`src/rtl/storage_access_arbiter.sv`:
```
// Round-robin arbiter sharing one registered-read record storage among N_REQ requesters.
// Define STORAGE_ARB_STATS_EN to add the txn_cnt / err_cnt statistics outputs.
module storage_access_arbiter #(
  parameter int N_REQ  = 4,
  parameter int DATA_W = 64,
  parameter int MAX_ID = 8
) (
  input  logic                    clk,
  input  logic                    sys_rst_n,
  input  logic [N_REQ-1:0]        req,
  input  logic [N_REQ-1:0]        req_we,
  input  logic [8*N_REQ-1:0]      req_id,
  input  logic [DATA_W*N_REQ-1:0] req_wdata,
  output logic [N_REQ-1:0]        ack,
  output logic                    err,
  output logic [DATA_W-1:0]       rdata,
  output logic [7:0]              st_rd_id,
  output logic [7:0]              st_wr_id,
  output logic [DATA_W-1:0]       st_wdata,
  input  logic [DATA_W-1:0]       st_rdata,
  output logic                    busy
`ifdef STORAGE_ARB_STATS_EN
  ,
  output logic [15:0]             txn_cnt,
  output logic [7:0]              err_cnt
`endif
);

  localparam int IDX_W = $clog2(N_REQ);

  typedef enum logic [1:0] {IDLE, ISSUE, WAIT, DONE} state_t;

  state_t           state_reg;
  logic [IDX_W-1:0] ptr_reg;
  logic [IDX_W-1:0] idx_reg;
  logic             we_reg;

  logic [7:0]        id_arr    [N_REQ];
  logic [DATA_W-1:0] wdata_arr [N_REQ];
  logic [N_REQ-1:0]  id_ok;

  generate
    for (genvar gi = 0; gi < N_REQ; gi++) begin : g_unpack
      assign id_arr[gi]    = req_id[8*gi +: 8];
      assign wdata_arr[gi] = req_wdata[DATA_W*gi +: DATA_W];
      assign id_ok[gi]     = (id_arr[gi] != 8'd0) && (int'(id_arr[gi]) <= MAX_ID);
    end
  endgenerate

  // First asserted request at or after ptr_reg, wrapping around.
  logic             grant_vld;
  logic [IDX_W-1:0] grant_idx;
  logic [IDX_W-1:0] cand_idx;
  int               cand;

  always_comb begin
    grant_vld = 1'b0;
    grant_idx = '0;
    cand      = 0;
    cand_idx  = '0;
    for (int k = 0; k < N_REQ; k++) begin
      cand = int'(ptr_reg) + k;
      if (cand >= N_REQ) begin
        cand = cand - N_REQ;
      end
      cand_idx = IDX_W'(cand);
      if (!grant_vld && req[cand_idx]) begin
        grant_vld = 1'b1;
        grant_idx = cand_idx;
      end
    end
  end

  always_ff @(posedge clk) begin
    if (!sys_rst_n) begin
      state_reg <= IDLE;
      ptr_reg   <= '0;
      idx_reg   <= '0;
      we_reg    <= 1'b0;
      ack       <= '0;
      err       <= 1'b0;
      rdata     <= '0;
      st_rd_id  <= 8'd0;
      st_wr_id  <= 8'd0;
      st_wdata  <= '0;
    end else begin
      ack      <= '0;
      err      <= 1'b0;
      st_rd_id <= 8'd0;
      st_wr_id <= 8'd0;
      case (state_reg)
        IDLE: begin
          if (grant_vld) begin
            idx_reg  <= grant_idx;
            we_reg   <= req_we[grant_idx];
            st_wdata <= wdata_arr[grant_idx];
            if (id_ok[grant_idx]) begin
              state_reg <= ISSUE;
              if (req_we[grant_idx]) begin
                st_wr_id <= id_arr[grant_idx];
              end else begin
                st_rd_id <= id_arr[grant_idx];
              end
            end else begin
              // Illegal id: skip the storage entirely and complete with err.
              state_reg      <= DONE;
              ack[grant_idx] <= 1'b1;
              err            <= 1'b1;
            end
          end
        end
        ISSUE: begin
          state_reg <= WAIT;
        end
        WAIT: begin
          state_reg    <= DONE;
          ack[idx_reg] <= 1'b1;
          if (!we_reg) begin
            rdata <= st_rdata;
          end
        end
        DONE: begin
          state_reg <= IDLE;
          ptr_reg   <= (idx_reg == IDX_W'(N_REQ - 1)) ? '0 : idx_reg + 1'b1;
        end
        default: begin
          state_reg <= IDLE;
        end
      endcase
    end
  end

  assign busy = (state_reg != IDLE);

`ifdef STORAGE_ARB_STATS_EN
  logic [15:0] txn_cnt_reg;
  logic [7:0]  err_cnt_reg;

  // Both counters saturate rather than wrap.
  always_ff @(posedge clk) begin
    if (!sys_rst_n) begin
      txn_cnt_reg <= 16'd0;
      err_cnt_reg <= 8'd0;
    end else begin
      if ((|ack) && !err && (txn_cnt_reg != 16'hFFFF)) begin
        txn_cnt_reg <= txn_cnt_reg + 16'd1;
      end
      if (err && (err_cnt_reg != 8'hFF)) begin
        err_cnt_reg <= err_cnt_reg + 8'd1;
      end
    end
  end

  assign txn_cnt = txn_cnt_reg;
  assign err_cnt = err_cnt_reg;
`endif

endmodule

```
`config.mk`:
```
export PLATFORM = sky130hd
export DESIGN_NAME = storage_access_arbiter
export DESIGN_NICKNAME = d
export VERILOG_FILES = /design/src/rtl/storage_access_arbiter.sv
export SDC_FILE = /design/constraint.sdc
export NUM_CORES = 1
export LEC_CHECK = 0
export ABC_AREA = 1
export BUFFER_PORTS_ARGS = -buffer_cell sky130_fd_sc_hd__buf_2
export CORE_AREA = 4 4 199 201
export CTS_CLUSTER_SIZE = 14
export DETAILED_ROUTE_END_ITERATION = 7
export DIE_AREA = 0 0 203 205
export MAX_ROUTING_LAYER = met4
export PLACE_DENSITY_LB_ADDON = 0.1
export SLEW_MARGIN = 10
export SYNTH_ARGS = -nofsm -noshare
export SYNTH_HDL_FRONTEND = slang
export SYNTH_SLANG_ARGS = --single-unit
```
`constraint.sdc`:
```
create_clock -name clk -period 4.6 [get_ports clk]
set_clock_uncertainty 0.15 [all_clocks]
set_input_delay 0 -clock clk [delete_from_list [all_inputs] [get_ports clk]]
set_output_delay 0 -clock clk [all_outputs]
set_load 0.01 [all_outputs]
```
== After elaboration in Yosys (flattened, before gate mapping) ==
Cells that the tools add are included.

* Bits in registers: 156
* Input port bits: 362
* Output and inout port bits: 150

* Add/subtract/negate cells: 8
* Order comparisons: 17
* Equality and inequality tests: 5
* Multiplexer cells: 42
* Bitwise logic cells: 6
* Reduce and logical (&&, ||, !) cells: 23

{| class="wikitable"
|+ Operators with widths
! kind !! number
|-
| $bmux W64 S2 || 1
|-
| $mux W64 || 2
|-
| $le A8 B4 Y1 const B || 4
|-
| $reduce_bool A8 Y1 || 4
|-
| $mux W2 || 11
|-
| $lt A2 B3 Y1 const B || 6
|-
| $bmux W8 S2 || 1
|-
| $mux W8 || 2
|-
| $mux W1 || 13
|-
| $bmux W1 S2 || 6
|-
| $ge A3 B3 Y1 const B || 4
|-
| $logic_and A1 B1 Y1 || 9
|-
| $mux W4 || 2
|-
| $pmux W2 S4 || 1
|-
| $pmux W4 S2 || 1
|-
| $sub A2 B1 Y2 const B || 4
|-
| $add A2 B2 Y3 const B || 2
|-
| $eq A2 B2 Y1 const B || 3
|-
| $not A1 Y1 || 5
|-
| $reduce_and A5 Y1 || 1
|-
| $reduce_or A5 Y1 || 1
|-
| $demux W1 S2 || 2
|-
| $ge A2 B1 Y1 const B || 2
|-
| $reduce_and A2 Y1 || 2
|-
| other kinds (10) || 12
|}

== Depth between registers and ports, before layout ==
* Depth in word-level cells: 21
* Gate-level depth with buffers: 18

== Least setup slack after synthesis ==
OpenSTA, ideal clock, no wires.

* Path kind: register -> register
* From: register ptr_reg[0]
* To: register st_wdata[59]
* Library setup time: 0.109 ns
* Data arrival time: 1.748 ns
* Required time: 4.341 ns
* Path slack: 2.593 ns
* Stages on the path, launching flop included: 15
* Path buffers: 3
* Cell sequence: dfxtp_1 -> buf_4 -> nand2_1 -> nand3_1 -> nand2_2 -> nor2_4 -> nand3_4 -> nand2_1 -> inv_2 -> buf_2 -> buf_2 -> nor2_1 -> nor2_1 -> nand2_1 -> inv_1

* Longest elaborated chain between the ends: 18

{| class="wikitable"
|+ RTL lines
! item !! RTL line !! RTL
|-
| from (decl) || 34 || <nowiki>logic [IDX_W-1:0] ptr_reg;</nowiki>
|-
| from (signal assigned) || 124 || <nowiki>ptr_reg <= (idx_reg == IDX_W'(N_REQ - 1)) ? '0 : idx_reg + 1'b1;</nowiki>
|-
| parallel branches: the longest is 18 deep, another holds $add A2 B1 Y3 || n/a ||
|-
| to (signal assigned) || 96 || <nowiki>st_wdata <= wdata_arr[grant_idx];</nowiki>
|-
| to (decl) || 19 || <nowiki>output logic [DATA_W-1:0] st_wdata,</nowiki>
|}

Parallel ways; which one is timed is not known. The select of a mux whose other input is x is not followed.
A chain may end at the register's enable or synchronous reset.

== Worst setup path after layout ==
* From: register ptr_reg[0]
* To: register st_wdata[41]

The elaborated chain is that of the path after synthesis.

==> run_results.csv <==
group,metric,value,unit
sta,clock.fmax,237,MHz
global_routing,grt_pass1_vias,11400,
synth,async_flop_share,0,
route,drcViolationCount,0,
place,dp.cells,2415,
setup_path,critPathLaunchType,"flip-flop",
clock_tree,worstSkewPairLatency,430,ps
clock_tree,cts_tree,"done",
route,via_per_inst,4.19,
synth,synth-edff-count,0,
global_routing,grt_usage,0.189,
synth,synth_common_cells,"nand2_1 (606), nor2_1 (276), dfxtp_1 (156)",
clock_tree,cts_buffer_depth,2,
synth,yosysMostFrequentCell,"nand2_1",
setup_path,cp_max_fo,88,
sta,max_slew_margin,0.246,
setup_path,worstPathRequired,4830,ps
sta,setup_viol,0,
final_layout,nets,2552,
route,routed_wl,39900,µm
sta,worst_slew_pin_slew,1130,ps
route,ant_nets,0,
clock_tree,clock_sinks,156,
power,power,9.52,mW
route,wl_per_cell,14.7,µm
setup_path,crit_arrival,4450,ps
power,leakagePower,8.12,nW
floorplanning,initial_core_util,0.228,
sta,slew_violations,0,
route,drtIter0Drc,487,
final_layout,reg_top3,"rdata: 64 flops, st_wdata: 64 flops",
place,dp_hpwl,29600,µm
setup_path,reg2reg_slack,380,ps
setup_path,r2r_cells,17,
setup_path,endpoint_kind,"flip-flop",
final_layout,areaGrowthSynthToFinish,72.1,%
sta,period_minus_slack,4220,ps
outcome,outcome,"finished, final reports clean",
sta,hold_viol,0,
global_routing,grt_max_degree,89,
setup_path,critical_path_class,"reg2reg",
floorplanning,die_area,41600,µm²
synth,ys_seq_area_frac,0.365,
synth,netlist_area,8560,µm²
synth,synth.distinct_cells,31,
synth,synthFlopType,"dfxtp_1",
route,dr.pass1.iters,4,
min_path,whs_path_depth,6,
floorplanning,rows,71,
final_layout,instances_no_fill,2712,
floorplanning,core_area,37600,µm²
global_routing,gr-total-overflow,0,
synth,syn_area_per_cell,5.86,µm²
synth,netlist.area_leader.share,0.365,
floorplanning,die_h,205,µm
route,vias,11400,
clock_tree,numCtsBuffers,17,
global_routing,antenna_found_initial,5,
sta,fin_setup_tns,0,ps
power,powerDensity,646,nW/µm²
clock_tree,htreeDepth,4,
final_layout,fillCellCount,4131,
synth,synthTopCellsByArea,"dfxtp_1 (36%), nand2_1 (27%), nor2_1 (12%)",
floorplanning,die_width,203,µm
sta,rsz0062_at_grt,"no",
clock_tree,cts_root_buf,"clkbuf_16",
sta,period_share,0.918,
power,peakVddDrop,0.337,mV
floorplanning,ios,512,
min_path,hp-class,"in2reg",
final_layout,finish.utilization,0.392,
synth,synth_top_cell_by_area,"dfxtp_1",
flow_run,drv_cap,0,
place,port-buffer-count,511,
synth,ys_ff_latch,156,
clock_tree,path_clk_slew,60,ps
synth,ys_warn_count,0,
final_layout,drive_gt1_frac,0.262,
global_routing,grt_pass1_wl,60900,µm
place,globalplace.congestion,0.866,
synth,synth_cells,1461,
worst max-delay path, cell delays in order (launching register included):
cell and delay, ps:
dfxtp_1 540, inv_2 160, nand2_1 110, nand3_1 100
nand2_2 120, clkinv_1 90, nand3_2 150, nand2_2 110
nor2_4 90, buf_4 650, nand2_1 300, nand2_1 140
nand2_1 60, nand2_1 90, dlygate4sd3_1 550, o21ai_0 70
dlygate4sd3_1 560, inv_1 50
metal layers:
metal  routed length [µm]  track usage
met3                 2570       0.0480
met4                 1020       0.0652
met5                    0            -
met2                19100        0.316
met1                17200        0.224
cell type report:
class                           instances  area, µm²  area share
Antenna cell                            5       12.5    0.000849
Sequential cell                       156       3120       0.212
Timing Repair Buffer                  783       5270       0.357
Clock buffer                           21        470      0.0319
Tap cell                              511        639      0.0434
Inverter                              101        382      0.0259
Multi-Input combinational cell       1124       4670       0.317
Clock inverter                         11        180      0.0122
stage by stage:
step	worst slack, ps	hold slack [ps]	instance area, µm²
floorplan	2590	16.7	8590
global placement	1470	100	11500
detailed placement	1390	110	11500
CTS	356	3.95	14700
global route	44.8	58.0	14700
finish	378	31.7	14700
power by group:
group | internal (mW) | switching, mW
registers | 1.91 | 0.281
logic | 2.45 | 3.30
clock network | 0.963 | 0.617
cells by family after synthesis:
| kind of cell | count (synthesis) | synth area share |
|---|---|---|
| and+or+nand+nor | 1004 | 0.467 |
| buffers and inverters | 188 | 0.0942 |
| DFF | 156 | 0.365 |
| AOI/OAI and AO/OA | 104 | 0.0627 |
| adders and majority gates | 7 | 0.0102 |
| xor gates and xnor gates | 1 | 0.00102 |
| other | 1 | 0.000438 |
layout by cell type, fill, tap and decap left out, types with 7 or more instances in the layout:
cell type,count
conb_1,8
ha_1,7
nand3_1,95
a21oi_1,10
o21ai_0,88
buf_4,10
clkbuf_16,17
nor2_1,276
inv_1,94
dfxtp_1,156
dlygate4sd3_1,260
nand2_1,606
buf_2,511
worst paths after layout:
| kind | from | to |
|---|---|---|
| max | ptr_reg[0]$_SDFFE_PN0N_ | st_wdata[41]$_SDFFE_PN0P_ |
| min | req_id[26] | ack[3]$_SDFF_PN0_ |
| max reg2reg | ptr_reg[0]$_SDFFE_PN0N_ | st_wdata[41]$_SDFFE_PN0P_ |
| min reg2reg | rdata[62]$_SDFFE_PN0P_ | rdata[62]$_SDFFE_PN0P_ |
repair_timing:
item / CTS / global route
endpoints found under the hold margin: 138 / 0
setup buffers: 0 / 0
setup endpoints to repair: 0 / 1
gates resized for setup: 0 / 1
hold buffers: 260 / 0
Note: power is estimated with default switching activity, not from simulation.
